File: src/rtl/mul_share_ctrl.sv
// Two-requester front end for one shared combinational 32x32 multiplier.
// Round-robin grant into S1 (drives the multiplier), result slice captured in S2.
module mul_share_ctrl #(
   parameter int ID_W = 4
) (
   input  logic            clk,
   input  logic            rst,
   input  logic            req0_valid_i,
   output logic            req0_ready_o,
   input  logic [1:0]      req0_op_i,
   input  logic [31:0]     req0_x_i,
   input  logic [31:0]     req0_y_i,
   input  logic [ID_W-1:0] req0_id_i,
   input  logic            req1_valid_i,
   output logic            req1_ready_o,
   input  logic [1:0]      req1_op_i,
   input  logic [31:0]     req1_x_i,
   input  logic [31:0]     req1_y_i,
   input  logic [ID_W-1:0] req1_id_i,
   output logic            resp0_valid_o,
   input  logic            resp0_ready_i,
   output logic [31:0]     resp0_data_o,
   output logic [ID_W-1:0] resp0_id_o,
   output logic            resp1_valid_o,
   input  logic            resp1_ready_i,
   output logic [31:0]     resp1_data_o,
   output logic [ID_W-1:0] resp1_id_o,
   input  logic [1:0]      flush_i,
   output logic            mul_signed_o,
   output logic [31:0]     mul_x_o,
   output logic [31:0]     mul_y_o,
   input  logic [63:0]     mul_res_i
);

   logic            r_s1_valid;
   logic            r_s1_owner;
   logic [1:0]      r_s1_op;
   logic            r_s1_signed;
   logic [ID_W-1:0] r_s1_id;
   logic [31:0]     r_s1_x;
   logic [31:0]     r_s1_y;
   logic            r_s2_valid;
   logic            r_s2_owner;
   logic [31:0]     r_s2_data;
   logic [ID_W-1:0] r_s2_id;
   logic            r_rr;

   logic            w_s1_flush;
   logic            w_s2_flush;
   logic            w_s2_fire;
   logic            w_s2_free;
   logic            w_s1_adv;
   logic            w_can_accept;
   logic            w_v0;
   logic            w_v1;
   logic            w_grant;
   logic            w_acc0;
   logic            w_acc1;
   logic            w_s1_hi;
   logic [31:0]     w_res_slice;

   assign w_s1_flush = flush_i[r_s1_owner];
   assign w_s2_flush = flush_i[r_s2_owner];

   // Flushed owner never sees its result; the slot simply frees up.
   assign resp0_valid_o = r_s2_valid && !r_s2_owner && !flush_i[0];
   assign resp1_valid_o = r_s2_valid &&  r_s2_owner && !flush_i[1];
   assign resp0_data_o  = r_s2_data;
   assign resp1_data_o  = r_s2_data;
   assign resp0_id_o    = r_s2_id;
   assign resp1_id_o    = r_s2_id;

   assign w_s2_fire    = r_s2_owner ? (resp1_valid_o && resp1_ready_i)
                                    : (resp0_valid_o && resp0_ready_i);
   assign w_s2_free    = !r_s2_valid || w_s2_fire || w_s2_flush;
   assign w_s1_adv     = r_s1_valid && !w_s1_flush && w_s2_free;
   assign w_can_accept = !r_s1_valid || w_s1_adv || w_s1_flush;

   assign w_v0    = req0_valid_i && !flush_i[0];
   assign w_v1    = req1_valid_i && !flush_i[1];
   assign w_grant = (w_v0 && w_v1) ? r_rr : w_v1;

   assign req0_ready_o = w_can_accept && !w_grant && !flush_i[0];
   assign req1_ready_o = w_can_accept &&  w_grant && !flush_i[1];
   assign w_acc0       = req0_valid_i && req0_ready_o;
   assign w_acc1       = req1_valid_i && req1_ready_o;

   assign mul_signed_o = r_s1_signed;
   assign mul_x_o      = r_s1_x;
   assign mul_y_o      = r_s1_y;

   // MULH and MULHU return the upper half; MUL and the reserved code the lower.
   assign w_s1_hi     = (r_s1_op == 2'b01) || (r_s1_op == 2'b10);
   assign w_res_slice = w_s1_hi ? mul_res_i[63:32] : mul_res_i[31:0];

   always_ff @(posedge clk) begin
      if (rst) begin
         r_s1_valid  <= 1'b0;
         r_s1_owner  <= 1'b0;
         r_s1_op     <= 2'b00;
         r_s1_signed <= 1'b0;
         r_s1_id     <= '0;
         r_s1_x      <= 32'd0;
         r_s1_y      <= 32'd0;
         r_s2_valid  <= 1'b0;
         r_s2_owner  <= 1'b0;
         r_s2_data   <= 32'd0;
         r_s2_id     <= '0;
         r_rr        <= 1'b0;
      end else begin
         if (w_s1_adv) begin
            r_s2_valid <= 1'b1;
            r_s2_owner <= r_s1_owner;
            r_s2_data  <= w_res_slice;
            r_s2_id    <= r_s1_id;
         end else if (w_s2_free) begin
            r_s2_valid <= 1'b0;
         end

         if (w_acc0 || w_acc1) begin
            r_s1_valid  <= 1'b1;
            r_s1_owner  <= w_acc1;
            r_s1_op     <= w_acc1 ? req1_op_i : req0_op_i;
            r_s1_signed <= (w_acc1 ? req1_op_i : req0_op_i) != 2'b10;
            r_s1_id     <= w_acc1 ? req1_id_i : req0_id_i;
            r_s1_x      <= w_acc1 ? req1_x_i : req0_x_i;
            r_s1_y      <= w_acc1 ? req1_y_i : req0_y_i;
         end else if (w_s1_adv || w_s1_flush) begin
            r_s1_valid <= 1'b0;
         end

         if (w_acc0) begin
            r_rr <= 1'b1;
         end else if (w_acc1) begin
            r_rr <= 1'b0;
         end
      end
   end

endmodule

File: config.mk
export PLATFORM = sky130hd
export DESIGN_NAME = mul_share_ctrl
export DESIGN_NICKNAME = d
export VERILOG_FILES = /design/src/rtl/mul_share_ctrl.sv
export SDC_FILE = /design/constraint.sdc
export NUM_CORES = 1
export LEC_CHECK = 0
export ABC_AREA = 1
export CORE_MARGIN = 5
export CORE_UTILIZATION = 33
export DETAILED_ROUTE_END_ITERATION = 8
export GPL_TIMING_DRIVEN = 0
export PLACE_DENSITY_LB_ADDON = 0.08
export SETUP_SLACK_MARGIN = 0.2
export SYNTH_ARGS = -nofsm -noshare
export SYNTH_HDL_FRONTEND = slang
export SYNTH_SLANG_ARGS = --single-unit
export TNS_END_PERCENT = 5
File: constraint.sdc
create_clock -name clk -period 1.5 [get_ports clk]
set_input_delay 0.3 -clock clk [delete_from_list [all_inputs] [get_ports clk]]
set_output_delay 0.3 -clock clk [all_outputs]
set_load 0.1 [all_outputs]
==> metrics.md <==
| Metric | Value |
|---|---|
| Sw Ratio | 0.414 |
| Mux cell area share after synthesis | 0 |
| Total wire length | 22.4 mm |
| Crit path launch type | flop |
| Core ar. | 16500 µm² |
| Clock slew seen by the registers of the worst setup and hold paths | roughly 0.070 ns |
| Post-synthesis compound-gate area fraction | 0.133 |
| Final hold viol count | 0 |
| RSZ-0062 raised after global routing | true |
| Adder-cell share of the synthesized area | 0 |
| Rel. slew slack | 0.715 |
| Sequential power share | 0.317 |
| Final setup vio count | 76 |
| Via Count | 6601 |
| Global route overflow | 0 |
| WP data arrival | 1.55 ns |
| ANT cells | 0 |
| Clock sinks | 112 |
| Initial DRC count | 234 |
| DRT antenna net count | 0 |
| Leak | ~5.0 nW |
| Max Cap Viol | 0 |
| Post-Syn Nets | 1081 |
| IO Count | 353 |
| Global-route wire length before repair | 33.4 mm |
| Synth cell types | 23 |
| Row cnt | 47 |
| Hpwl dp | 17.1 mm |
| H-tree depth | 3 |
| Die area | 19400 µm² |
| Combinational power share | 0.446 |
| Sequential area share after synthesis | 0.407 |
| VDD IR max | 0.000655 V |
| FF-to-FF Start | r_s1_owner |
| All-Layer GR Usage | 0.215 |
| Power share of the clock group | 0.237 |
| Synth Area in XOR/XNOR | 0.00159 |
| Synth Area in Simple Gates | 0.333 |
| Synth Cell Area | 5510 µm² |
| Max Freq | 541 MHz |
| Worst-skew pair later-pin latency | 0.36 ns |
| RePlAce Congestion | 0.793 |
| Minimum clock period | around 1.8 ns |
| NetSw | 4.47 mW |
| WP data required | around 1.2 ns |
| Port buffer count | 352 |
| Largest net degree at the start of global routing | 20 |
| Drt first pass iters | 5 |
| Root Driver | clkbuf_16 |
| Clock Skew | 0.0129 ns |
| Status | finished with violations |
| Min-Delay Path Class | input pin to flop |
| CTS Buf Count | 9 |
| Routed vias/inst | 4.49 |
| Avg Inst Size Synth | 6.34 µm² |
| Crit path max fanout | 4 |
| Pre-CTS setup slack | -1.74 ns |
| Area Growth Syn to Fin | 98.0% |
| Vias in the first global route | 6145 |
| Initial antenna violation count | 1 |
| Max-slew violations | 0 |
| PwrDens | between 900 and 1000 nW/µm² |
| Die X | 139 µm |
| Mapped Cells | 869 |
| WL/cell | 15.3 µm |
| Crit path from | r_s1_owner |
| Fin crit share | 1.23 |
| Nets | 1456 |
| Largest family of logic cells by synthesized area | simple AND/OR/NAND/NOR gates |
| Crit Path Class | flop to primary output |
| Worst-Margin Slew | ~0.43 ns |
| Yosys reg bits | 112 |
| CTS tree | yes |
| Failing checks | setup timing |
| Final WS setup | -0.348 ns |
| Die height | 139 µm |
| Layout cells sized above 1 | 0.256 |
| Initial Util | 0.335 |
| Hold_ws | 0.468 ns |
| Pint | 6.32 mW |
| Hold wc startpoint | rst |
| Crit. End Element | primary output |
| Residual DRC | 0 |
| Clock Path Buffers | 2 |
| Warnings from Yosys | 0 |
cell usage after synthesis, drive strengths merged:
library cell | count | share of area
nor2 | 217 | 0.15
buf | 63 | 0.079
o21bai | 1 | 0.0014
xor2 | 1 | 0.0016
nor3 | 1 | 0.00091
a21oi | 6 | 0.0061
inv | 42 | 0.029
nand2 | 254 | 0.17
clkbuf | 26 | 0.018
nand4 | 2 | 0.0034
dfxtp | 112 | 0.41
o21ai | 138 | 0.13
nand3 | 6 | 0.0064
layer usage:
| metal | global-route usage | routed length (µm) | vias to the layer above |
|---|---|---|---|
| li1 | - | - | 3416 |
| met1 | 0.245 | 8810 | 2926 |
| met2 | 0.379 | 11400 | 225 |
| met3 | 0.0703 | 1670 | 32 |
| met4 | 0.0716 | 501 | 2 |
| met5 | 0 | 11 | - |
critical path: stages, from the launching register on:
cell and delay [ns]:
dfxtp_2 0.34, nand2_1 0.05, nand2_1 0.08, nor2_4 0.13, nand4_4 0.16, nand2_4 0.14
inv_8 0.04, buf_12 0.12, buf_12 0.15
worst paths after layout:
check	to	slack (ns)	cells after the start
worst max register to register	mul_y_o[10]	-0.33	13
worst min-delay path	r_rr	0.47	2
worst max-delay path	req1_ready_o	-0.35	8
worst min register to register	r_s2_owner	0.49	2
power groups by stage:
| stage | combinational, mW | sequential, mW | clock (mW) |
|---|---|---|---|
| global placement | 4.31 | 3.42 | 0 |
| detailed placement | 4.31 | 3.43 | 0 |
| CTS | 4.52 | 3.40 | 2.63 |
| finish | 4.81 | 3.43 | 2.56 |
| floorplan | 1.34 | 5.00 | 0 |
| global route | 5.05 | 3.46 | 2.75 |
state kept, by name, summed over array words and instances, names as in the netlist:
name / cells
mul_x_o: 32
resp0_id_o: 4
r_s1_id: 4
r_s1_op: 2
resp0_data_o: 32
r_s1_owner: 1
r_s2_owner: 1
r_s2_valid: 1
r_rr: 1
mul_y_o: 32
mul_signed_o: 1
r_s1_valid: 1
cell families after synthesis:
kind of cell	count (synthesis)
XOR/XNOR	1
flip-flops	112
AO/OA/AOI/OAI	145
AND/OR/NAND/NOR	480
buffers and inverters	131
area by class of cell:
cell class,count,area [µm²]
repair buffers,363,4260
flip-flops and latches,112,2320
well taps,220,275
multi-input cells,627,2740
fillers,1454,5560
clock inverters,6,75.1
clock buffers,10,239
plain buffers,89,833
inverters,42,173
cells in the final DEF, fill, tap and decap left out, types with 4 or more instances in the layout:
cell type	instances
a21oi_1	4
buf_12	51
buf_2	4
buf_4	38
buf_6	117
buf_8	15
clkbuf_1	8
clkbuf_16	10
clkdlybuf4s50_1	206
dfxtp_1	83
dfxtp_2	13
dfxtp_4	16
inv_1	35
inv_2	4
nand2_1	246
nand2_2	6
nor2_1	203
nor2_2	11
o21ai_0	97
o21ai_1	38
through the flow:
stage | total power, mW | instance area, µm² | util | TNS (ns) | instances
floorplan | 6.34 | 5540 | - | -6.55 | 869
global placement | 7.73 | 9340 | 0.567 | -131.88 | 1441
detailed placement | 7.74 | 9340 | 0.567 | -136.03 | 1441
CTS | 10.5 | 10200 | 0.618 | -22.38 | 1463
global route | 11.3 | 10900 | 0.663 | -25.05 | 1469
finish | 10.8 | 10900 | 0.663 | -15.97 | 1469
repair_timing:
action,4_1_cts,5_1_grt
hold buffers,0,0
pin swaps,10,12
setup endpoints to repair,253,216
resized for setup,985,321
gates cloned,0,2
endpoints found under the hold margin,0,0
buffers inserted,6,4
No activity file was read; power rests on OpenSTA's default activity.
==> edit 1: new RTL, same flow settings <==
Set the parameter `ID_W` to 6 (it was 4).
--- a/src/rtl/mul_share_ctrl.sv
+++ b/src/rtl/mul_share_ctrl.sv
@@ -2,5 +2,5 @@
 // Round-robin grant into S1 (drives the multiplier), result slice captured in S2.
 module mul_share_ctrl #(
-   parameter int ID_W = 4
+   parameter int ID_W = 6
 ) (
    input  logic            clk,
Interface: changed (resized req0_id_i, req1_id_i, resp0_id_o and resp1_id_o); port bits go from 353 to 361. No check against the original RTL was run, so the function may have changed too.
==> edit 1 against the original RTL <==
- the run still ends with negative setup slack left
- register-to-register slack gained 0.02 ns
- count of clock-buffer cells in the layout grew 11
- wire length grew 4.8%
- final area increased by 12%
- setup slack got worse by 0.10 ns
- via count up 3.7%
- cell count increased by 3.7%
- sequential share of layout area is 1.7 points lower
- first-iteration DRC count fell by 0.43%
- power rose by 20%
- die area grew 6.8%
- global-route usage fell by 0.30 points
- synthesized area grew 7.3%
- sequential cell count up 4
- critical endpoint unchanged
- largest cell class unchanged
==> edit 1: results (changes against the original RTL) <==
----------------------------------------------------
[Outcome]
  Result of the run ... finished with violations
  Violated checks ... negative setup slack

[STA]
  Slew at the pin with the worst max-slew slack ... 0.4527 ns (+0.02560 ns)
  Total setup violations reported at the end of the flow ... 118 (+55%)
  Worst Slack Setup Final ... -0.4521 ns (-0.1046 ns)
  Fin Clk Skew ... 0.006000 ns (-0.006895 ns)
  Setup TNS Final ... -28.78 ns (-12.81 ns)

[Route]
  First-pass iteration count of the detailed router ... 4 (-1)
  Routed Wire Length ... 23.53 mm (+4.8%)

[Synth]
  Most instantiated cells after synthesis ... 258 x nand2_1, 215 x nor2_1, 116 x dfxtp_1, 72 x o21bai_1, 59 x o21ai_0
  Post-synthesis sequential area ratio ... 0.3926 (-0.01426)
  Share of the synthesized area in compound gates (AO/OA/AOI/OAI) ... 0.1608 (+0.02794)
  Yosys cell types ... 20 (-13%)

[Cells and area]
  Final-layout non-clock buffer area share ... 0.4787 (+0.01216)
  Final core area utilization ... 0.6847 (+0.02219)
  Ratio of cells with drive above 1 in the final layout ... 0.2295 (-0.02668)
  Number of multi-input combinational cells in the layout ... 639 (+1.9%)
  Layout Cells excl Fill ... 1524 (+3.7%)
  Ant diodes ... 1 (+1)
  Seq/total area ... 0.1960 (-0.01653)

[CTS]
  Count of instances resized after the clock tree is built ... 1033 (+4.9%)
  Total setup buffers inserted after CTS ... 5 (-1)
  # H-tree levels ... 4 (+1)
  Number of clock buffers inserted by TritonCTS ... 17 (+8)

[Placement]
  GP Congestion ... 0.8433 (+6.4%)
  Final HPWL DP ... 17.73 mm (+3.6%)

[Setup path]
  Peak per-stage delay on the critical path ... 0.36 ns (+0.02 ns)

[Global route]
  Via count of the first global-routing pass ... 6497 (+5.7%)

----------------------------------------------------
## edit 1: cell types whose count changed in the layout (fill, tap and decap cells not counted), moves of 9 or more
cell      unedited run  this run
dfxtp_1             83        99
nor2_2              11         1
buf_6              117        29
o21ai_1             38        12
nor2_1             203       213
buf_8               15         6
o21bai_1             1        72
buf_12              51       142
dfxtp_2             13         0
nand2_1            246       256
buf_2                4        13
o21ai_0             97        59
## edit 1: metal layers
metal / wire length [µm] / part of all wire / vias to the layer above / GRT usage
li1: - / - / 3528 / -
met1: 8616 / 0.37 / 3024 / 0.2318
met5: 0 / 0 / - / 0
met2: 12250 / 0.52 / 259 / 0.3780
met4: 601 / 0.026 / 0 / 0.08672
met3: 2061 / 0.088 / 33 / 0.06855
## edit 1: final timing paths
kind,slack [ns],start,cells after the start,end
max reg2reg,-0.31,r_s2_owner,11,mul_y_o[2]
min,0.43,r_s1_id[4],2,resp0_id_o[4]
max,-0.45,r_s2_owner,8,req1_ready_o
min reg2reg,0.43,r_s1_id[4],2,resp0_id_o[4]
==> edit 2: new RTL, config.mk and constraints unchanged <==
Made on the original files. Reset style: asynchronous (`rst`), changed in one clocked block.
--- a/src/rtl/mul_share_ctrl.sv
+++ b/src/rtl/mul_share_ctrl.sv
@@ -94,5 +94,5 @@
    assign w_res_slice = w_s1_hi ? mul_res_i[63:32] : mul_res_i[31:0];
 
-   always_ff @(posedge clk) begin
+   always_ff @(posedge clk or posedge rst) begin
       if (rst) begin
          r_s1_valid  <= 1'b0;
Function: differs if rst is asserted again (counterexample within 4 cycles, from zero or initial values and one cycle with rst high); with rst held inactive, the same outputs for 4 cycles.
==> edit 2 against the original RTL <==
- the flow still finishes with violations (negative setup slack)
- critical path type unchanged
- wire length shrank 1.0%
- largest cell class unchanged
- sequential cell count stayed put
- synthesized area up 7.8%
- utilization down 4.5 points
- global-route usage shrank 1.1 points
- setup slack lost 0.056 ns
- final area rose by 1.0%
Power is not compared: it rests on default switching activity, and its combinational part moved more than twofold at a synthesized area within 25%.
==> edit 2: results (changes against the original RTL) <==
----------------------------------------------------
[Synth]
  Most instantiated cells after synthesis ... 436 x nand2_1, 112 x dfrtp_1, 74 x nand3_1, 42 x inv_1
  Syn Nets ... 1046 (-3.2%)
  Post-synthesis sequential area ratio ... 0.4717 (+0.06478)
  Ys async rst share ... 1.000 (+1.000)
  Yosys cell types ... 21 (-8.7%)
  Cell count after synthesis ... 834 (-4.0%)
  Post-synth top flop ... dfrtp_1
  Top cells by area, synth ... dfrtp_1 47%, nand2_1 28%, nand3_1 6.2%

[Route]
  First-pass iteration count of the detailed router ... 4 (-1)
  Average wire length per cell after detail routing ... 15.35 µm (+0.51%)
  Total via count in the routed design ... 6516 (-1.3%)
  Topmost layer with routed signal wires ... met4
  Number of DRC violations after detailed-routing iteration 0 ... 202 (-14%)
  Met2 wire length ... 11.00 mm (-3.9%)
  Routed Wire Length ... 22.21 mm (-1.0%)
  Post-route met1 wirelength ... 8.568 mm (-2.8%)

[Placement]
  Placement-stage cell area ... 0.009836 mm² (+5.3%)
  Final HPWL DP ... 17.23 mm (+0.71%)
  Placed Cells incl. Taps ... 1417 (-1.7%)
  Worst setup timing slack at the placement stage ... -1.822 ns (-0.07948 ns)
  GP Congestion ... 0.7959 (+0.43%)

[STA]
  Relative slew slack ... 0.4187 (-0.2966)
  Fin Clk Skew ... 0.01071 ns (-0.002186 ns)
  Total setup violations reported at the end of the flow ... 82 (+7.9%)
  Setup TNS Final ... -17.62 ns (-1.656 ns)
  Worst Slack Setup Final ... -0.4040 ns (-0.05646 ns)

[Setup path]
  Crit path arrival time ... 1.60 ns (+0.05 ns)
  Number of cells on the worst reg-to-reg path ... 13 (unchanged)
  Reg-to-reg critical path endpoint ... mul_y_o[15]
  Peak per-stage delay on the critical path ... 0.40 ns (+0.06 ns)
  Slowest library cell on the worst path ... dfrtp_1
  Crit path launch ... r_s2_owner
  Worst-path fanout max ... 6 (+2)
  Reg2Reg Setup Slack ... -0.30 ns (+0.03 ns)
  Kind of cell with the highest combined delay on the critical path ... simple AND/OR/NAND/NOR gates

[Global route]
  Maximum number of pins on one net before global-route repair ... 40 (+100%)
  Via count of the first global-routing pass ... 6258 (+1.8%)
  Met2 capacity usage during global routing ... 0.3542 (-0.02490)
  Initial antenna violation count ... 0 (-1)
  Global-route usage over all layers ... 0.2040 (-0.01117)
  First-pass GRT wire length ... 33.22 mm (-0.52%)
  Global routing usage on met3 ... 0.06481 (-0.005511)

[Min path]
  Worst hold path type ... in2async

[Outcome]
  Result of the run ... finished with violations
  Violated checks ... negative setup slack

[Cells and area]
  Ratio of cells with drive above 1 in the final layout ... 0.2315 (-0.02468)

----------------------------------------------------
## edit 2: cell count changes after synthesis, moves of 5 or more
cell	unedited run	this run
clkbuf_1	26	12
dfrtp_1	0	112
o21ai_0	133	38
nand3_1	5	74
nor2_1	217	3
dfxtp_1	112	0
o21ai_1	5	29
nand2_1	252	436
buf_2	15	28
buf_4	44	38
a21oi_1	5	0
## edit 2: worst min-delay path by stage
| stage | depth (start not counted) | endpoint |
|---|---|---|
| after CTS | 4 | r_s2_valid |
| after global routing | 2 | resp0_data_o[25] |
| after global placement | 2 | resp0_id_o[2] |
| final | 2 | resp0_data_o[25] |
| after detailed placement | 2 | resp0_id_o[2] |
| after floorplan | 2 | resp0_id_o[0] |
## edit 2: area by class of cell
cell class | instances | area [µm²]
Timing Repair Buffer | 369 | 4230
Multi-Input combinational cell | 591 | 2551
Clock inverter | 6 | 46.29
Sequential cell | 112 | 2803
Fill cell | 1647 | 6822
Tap cell | 229 | 286.5
Inverter | 46 | 186.4
Buffer | 85 | 690.7
Clock buffer | 9 | 225.2
## edit 2: what timing repair did
item,in CTS,in global routing
endpoints found under the setup margin,252,223
pin swaps,6,5
resized for setup,956,159
setup buffers,8,7
## edit 2: logic make-up (layout without fill, tap and decap cells)
| logic type | after synthesis | after routing | synth area share |
|---|---|---|---|
| XOR/XNOR | 1 | 1 | 0.002738 |
| AND/OR/NAND/NOR | 522 | 522 | 0.3538 |
| flip-flops | 112 | 112 | 0.4717 |
| buffers and inverters | 131 | 515 | 0.1139 |
| AO/OA/AOI/OAI | 68 | 68 | 0.05791 |
## edit 2: power by group
group,internal [mW],leakage (nW),switching [mW]
clock network,1.13,0.128,1.15
logic,5.06,4.16,11.7
registers,3.86,1.38,0.782
